==> src/rtl/sap_pkg.sv <==
// Shared constants and helpers for the SAP-1 control sequencer.
package sap_pkg;

  localparam int unsigned NSTATES_DEF = 6;
  localparam int unsigned NSTATES_MAX = 16;

  localparam logic [NSTATES_MAX-1:0] T_IDLE = '0;

  // Width needed to hold a binary T-state index 0..n.
  function automatic int unsigned idxw(input int unsigned n);
    return $clog2(n + 1);
  endfunction

  // One-hot word for Tk (k = 1..NSTATES_MAX); k = 0 gives IDLE.
  function automatic logic [NSTATES_MAX-1:0] onehot(input int unsigned k);
    logic [NSTATES_MAX-1:0] v;
    v = T_IDLE;
    if (k >= 1 && k <= NSTATES_MAX) begin
      v = NSTATES_MAX'(1) << (k - 1);
    end
    return v;
  endfunction

endpackage

==> src/rtl/onehot_enc.sv <==
// One-hot to binary index encoder with multi-hot detection.
module onehot_enc
  import sap_pkg::*;
#(
  parameter int unsigned N = NSTATES_DEF,
  parameter int unsigned W = idxw(N)
) (
  input  logic [N-1:0] vec_i,
  output logic [W-1:0] idx_o,
  output logic         multi_o
);

  logic [W-1:0] cnt_c;
  logic [W-1:0] idx_c;

  // Count set bits and remember the index of the highest one.
  always_comb begin
    cnt_c = '0;
    idx_c = '0;
    for (int k = 0; k < N; k++) begin
      if (vec_i[k]) begin
        cnt_c = cnt_c + W'(1);
        idx_c = W'(k + 1);
      end
    end
  end

  assign multi_o = (cnt_c > W'(1));
  assign idx_o   = multi_o ? '0 : idx_c;

endmodule

==> src/rtl/tstate_gen.sv <==
// T-state ring counter for the SAP-1 sequencer; steps on falling CLK so the
// control word settles before the datapath's rising edge.
module tstate_gen
  import sap_pkg::*;
#(
  parameter int unsigned NSTATES = NSTATES_DEF,
  parameter int unsigned IDXW    = idxw(NSTATES)
) (
  input  logic               CLK,
  input  logic               nCLR,
  input  logic               EN,
  input  logic               HLT,
  input  logic [IDXW-1:0]    LEN,
  input  logic               END_I,
  output logic [NSTATES-1:0] state,
  output logic [IDXW-1:0]    tidx,
  output logic               first,
  output logic               wrap,
  output logic               err
);

  localparam logic [NSTATES_MAX-1:0] T1_FULL = onehot(1);
  localparam logic [NSTATES-1:0]     T1      = T1_FULL[NSTATES-1:0];
  localparam logic [IDXW-1:0]        L_MAX   = IDXW'(NSTATES);

  logic [NSTATES-1:0] state_q, state_d;
  logic               wrap_q, wrap_d;
  logic               err_q, err_d;
  logic [IDXW-1:0]    idx_c;
  logic               multi_c;
  logic [IDXW-1:0]    len_eff_c;

  onehot_enc #(
    .N (NSTATES),
    .W (IDXW)
  ) u_enc (
    .vec_i   (state_q),
    .idx_o   (idx_c),
    .multi_o (multi_c)
  );

  // Zero or out-of-range length means the full ring.
  assign len_eff_c = (LEN == '0 || LEN > L_MAX) ? L_MAX : LEN;

  // Next state: halt > recovery > hold > end/wrap > advance.
  always_comb begin
    state_d = state_q;
    wrap_d  = wrap_q;
    err_d   = err_q;
    if (HLT) begin
      state_d = state_q;
    end else if (multi_c) begin
      state_d = '0;
      wrap_d  = 1'b0;
      err_d   = 1'b1;
    end else if (!EN) begin
      state_d = state_q;
    end else if (state_q == '0) begin
      state_d = T1;
      wrap_d  = 1'b0;
    end else if (END_I || idx_c >= len_eff_c) begin
      state_d = T1;
      wrap_d  = 1'b1;
    end else begin
      state_d = state_q << 1;
      wrap_d  = 1'b0;
    end
  end

  // State registers, falling-edge clocked with async clear.
  always_ff @(negedge CLK or negedge nCLR) begin
    if (!nCLR) begin
      state_q <= '0;
      wrap_q  <= 1'b0;
      err_q   <= 1'b0;
    end else begin
      state_q <= state_d;
      wrap_q  <= wrap_d;
      err_q   <= err_d;
    end
  end

  assign state = state_q;
  assign tidx  = idx_c;
  assign first = (state_q == T1);
  assign wrap  = wrap_q;
  assign err   = err_q;

endmodule

==> config.mk <==
export PLATFORM = sky130hd
export DESIGN_NAME = tstate_gen
export DESIGN_NICKNAME = d
export VERILOG_FILES = /design/src/rtl/sap_pkg.sv /design/src/rtl/onehot_enc.sv /design/src/rtl/tstate_gen.sv
export SDC_FILE = /design/constraint.sdc
export NUM_CORES = 1
export LEC_CHECK = 0
export ABC_AREA = 1
export BUFFER_PORTS_ARGS = -buffer_cell sky130_fd_sc_hd__buf_2
export CORE_AREA = 2 2 48 50
export CTS_BUF_LIST = sky130_fd_sc_hd__clkbuf_4
export DETAILED_ROUTE_END_ITERATION = 16
export DIE_AREA = 0 0 50 52
export PLACE_DENSITY = 0.68
export SLEW_MARGIN = 20
export SYNTH_ARGS = -nofsm -noshare
export SYNTH_HDL_FRONTEND = slang
export SYNTH_SLANG_ARGS = --single-unit
==> constraint.sdc <==
create_clock -name CLK -period 5.4 [get_ports CLK]
set_input_delay 0 -clock CLK [delete_from_list [all_inputs] [get_ports CLK]]
set_output_delay 0 -clock CLK [all_outputs]
set_load 0.03 [all_outputs]
Yosys cells after proc, flatten, opt, wreduce, memory -nomap -nowiden
Cells that the tools add are included.

Register bits: 8. Input port bits: 8. Output and inout bits: 12. Word-level logic and storage cells: 41.

Add/subtract/negate cells: 5. Magnitude comparators: 3. Eq/ne operators: 1. Mux-type cells: 21. Bitwise gates (word level): 1. Reduce and logical (&&, ||, !) cells: 7.

Operator list (number): two-way mux 3 bit (10); two-way mux 6 bit (4); adder 3 x 1 -> 3 bit (second input constant) (4); equality test 6 x 1 -> 1 bit (second input constant) (1); zero test 6 bit (1); two-way mux 1 bit (5); two-way mux 2 bit (2); AND reduction 2 bit (2); greater-or-equal comparator 3 bit (1); greater-than comparator 3 x 1 -> 1 bit (second input constant) (1); greater-than comparator 3 bit (second input constant) (1); zero test 3 bit (1); adder 1 x 1 -> 2 bit (second input constant) (1); logical OR 1 bit (2); nonzero test 2 bit (1); NOT 1 bit (1).

Logic depth before layout (Yosys ltp)
Depth in word-level cells: 19. Mapped depth: 27. Mapped depth without buffers: 27.

Hierarchy
A second synthesis with hierarchy kept.

Cells, all modules: 138. Area total of the unflattened synthesis: 939.7 µm².

By module, submodules not included: tstate_gen (instances 1, cells each 73, area each 558.0 µm², sequential area each 200.2 µm²); onehot_enc (instances 1, cells each 65, area each 381.6 µm², sequential area each 0.0 µm²).

==> results.sh <==
export IMPL_drtAntennaViolNets=0
export IMPL_r2r_start="state[0]"
export IMPL_postLayoutCoreUtil=0.661
export IMPL_status="finished, violations left"
export IMPL_ys_seq_area_frac=0.216
export IMPL_hold_start="err"
export IMPL_post_drt_wl_per_cell_um=11.8
export IMPL_drt_iter0_drc=13
export IMPL_wirelength_um=2470
export IMPL_netlist_area_um2=928
export IMPL_num_vias=1014
export IMPL_use_met3=0.0201
export IMPL_grt_overflow=0
export IMPL_yosysWarnings=0
export IMPL_cellLeakagePower_nw=0.773
export IMPL_drv_cap=0
export IMPL_synthTopCellsByArea="dfrtn_1 22%, nand2_1 15%, ha_1 13%"
export IMPL_setup_viol=3
export IMPL_place_area_mm2=0.00115
export IMPL_slew_viol_final=0
export IMPL_grt_max_degree=9
export IMPL_via_per_inst=4.83
export IMPL_dp_cells=191
export IMPL_die_w_um=50
export IMPL_fin_cells=210
export IMPL_grt_pass1_vias=1025
export IMPL_die_y_um=52
export IMPL_cts_hold_buffers=0
export IMPL_clock_sinks=8
export IMPL_slew_headroom=0.651
export IMPL_fp_coreArea_mm2=0.00211
export IMPL_drc_errors=0
export IMPL_row_count=17
export IMPL_postLayoutCellArea_mm2=0.00139
export IMPL_hp_class="reg -> reg"
export IMPL_ir_drop_mv=0.246
export IMPL_worst_pin_slew_ns=0.523
export IMPL_synth_top_area_cell="dfrtn_1"
export IMPL_nets=202
export IMPL_dp_hpwl_um=1810
export IMPL_synth_top_cell_area_share=0.216
export IMPL_dr_pass1_iters=4
export IMPL_power_density_mw_per_mm2=329
export IMPL_dieArea_mm2=0.00260
export IMPL_n_antenna_cell=0
export IMPL_path_clk_slew_ns=0.04
export IMPL_p_total_uw=458
export IMPL_cp_max_fo=5
export IMPL_rsz0062_at_grt="true"
export IMPL_htreeDepth=1
export IMPL_arrival_ns=5.58
export IMPL_cts_made_buffers=3
export IMPL_cp_start_kind="register"
export IMPL_busiest_layer="met2"
export IMPL_synth_net_count=157
export IMPL_grt_use_total=0.207
export IMPL_tns_ns=-0.486
export IMPL_area_growth_pct=50.0
export IMPL_start_util=0.441
export IMPL_gp_congestion=0.771
export IMPL_fin_ws_ns=-0.176
export IMPL_hold_violations=0
export IMPL_port_buffers=19
export IMPL_violations="negative setup slack"
export IMPL_path_class="reg -> out"
export IMPL_gr_usage_met1=0.229
export IMPL_grt_pass1_wl_um=4200
export IMPL_cts_tree="done"
export IMPL_ys_types=23
export IMPL_floorplan_io_pins=20
export IMPL_met2_usage=0.408
export IMPL_cts_root_buffer="clkbuf_4"
export IMPL_cts_max_path_buffers=2
export IMPL_clock_latency_ns=0.26
export IMPL_required_ns=5.40
export IMPL_grt_antenna_before_repair=0
export IMPL_syn_mean_instance_area_um2=6.68
export IMPL_synth_seq_cells=8
export IMPL_netlist_instances=139
export IMPL_startpoint="state[0]"
export IMPL_drive_gt1_frac=0.484
export IMPL_fin_skew_ns=0.00192
export IMPL_endpoint_kind="output pin"
==> metrics by stage <==
stage / worst slack (ns) / hold WS, ns
floorplan: -0.139 / 0.631
finish: -0.176 / 0.430
global placement: -0.0239 / 0.422
global route: -0.313 / 0.460
detailed placement: -0.0924 / 0.433
CTS: -0.178 / 0.435
==> cells by family (layout without fill, tap and decap cells) <==
group | Yosys count | count (layout) | share of synthesized area
flip-flops | 8 | 8 | 0.216
adder cells (fa/ha/maj) | 10 | 10 | 0.135
buffers and inverters | 23 | 66 | 0.101
AND/OR/NAND/NOR | 83 | 83 | 0.446
XOR/XNOR | 1 | 1 | 0.00944
AO/OA/AOI/OAI | 14 | 14 | 0.0930
==> critical path: stages, from the launching register on <==
cell and delay, ns:
dfrtn_1 0.45, inv_2 0.08, ha_4 0.33, nand2_4 0.07
inv_4 0.06, o21ai_2 0.06, nand2_2 0.08, inv_2 0.05
ha_4 0.25, or2_4 0.11, nand2_4 0.05, inv_4 0.06
ha_4 0.13, nand2_4 0.05, buf_4 0.15, nand2_4 0.06
nand3_4 0.09, nor2_8 0.14, inv_4 0.06, a21oi_4 0.13
buf_6 0.15
==> final cells by class <==
type	instances	area [um^2]
Fill cell	191	713
Timing Repair Buffer	41	279
Tap cell	28	35.0
Clock buffer	3	22.5
Multi-Input combinational cell	108	758
Inverter	22	97.6
Sequential cell	8	200
==> registers in the layout (all words and copies together) (netlist names) <==
signal and flops:
state 6, err 1, wrap 1
==> path summary, 6_finish.rpt <==
path                             to  slack, ns  cells after the start
hold / removal                  err       0.43                      1
min in group asynchronous  state[5]       2.16                      1
setup / recovery            tidx[2]      -0.18                     20
setup reg to reg           state[0]       1.61                     25
max in group asynchronous  state[2]       3.04                      1
hold reg to reg                 err       0.43                      1
==> timing repair <==
| item | CTS | global route |
|---|---|---|
| resized for setup | 17 | 8 |
| pin swaps | 10 | 8 |
| buffers inserted | 10 | 6 |
| setup endpoints to repair | 3 | 3 |
| gates cloned | 0 | 0 |
==> layout by cell type (no fill, tap or decap), drive strengths merged <==
cell type and instances:
a21oi 7, buf 41, clkbuf 3, dfrtn 8
ha 10, inv 22, nand2 44, nand3 12
nand4 6, nor2 17, nor3 3, o2111ai 1
o211ai 1, o21ai 4, o21bai 1, or2 1
xor2 1
==> synth_stat cells, drive strengths merged <==
cell and number:
nand2 44, inv 22, nor2 17, nand3 12, ha 10, dfrtn 8, a21oi 7, nand4 6
o21ai 4, nor3 3, buf 1, o2111ai 1, o211ai 1, o21bai 1, or2 1, xor2 1
==> routing by layer <==
layer  up-vias  part of all wire
met4         0                 0
met5         -                 0
met3         0             0.015
met2        12              0.56
li1        536                 -
met1       466              0.42
==> power by group <==
group / internal (mW) / switching (mW)
sequential: 0.0718 / 0.00862
combinational: 0.141 / 0.194
clock: 0.0252 / 0.0175
No activity file was read; power rests on OpenSTA's default activity.
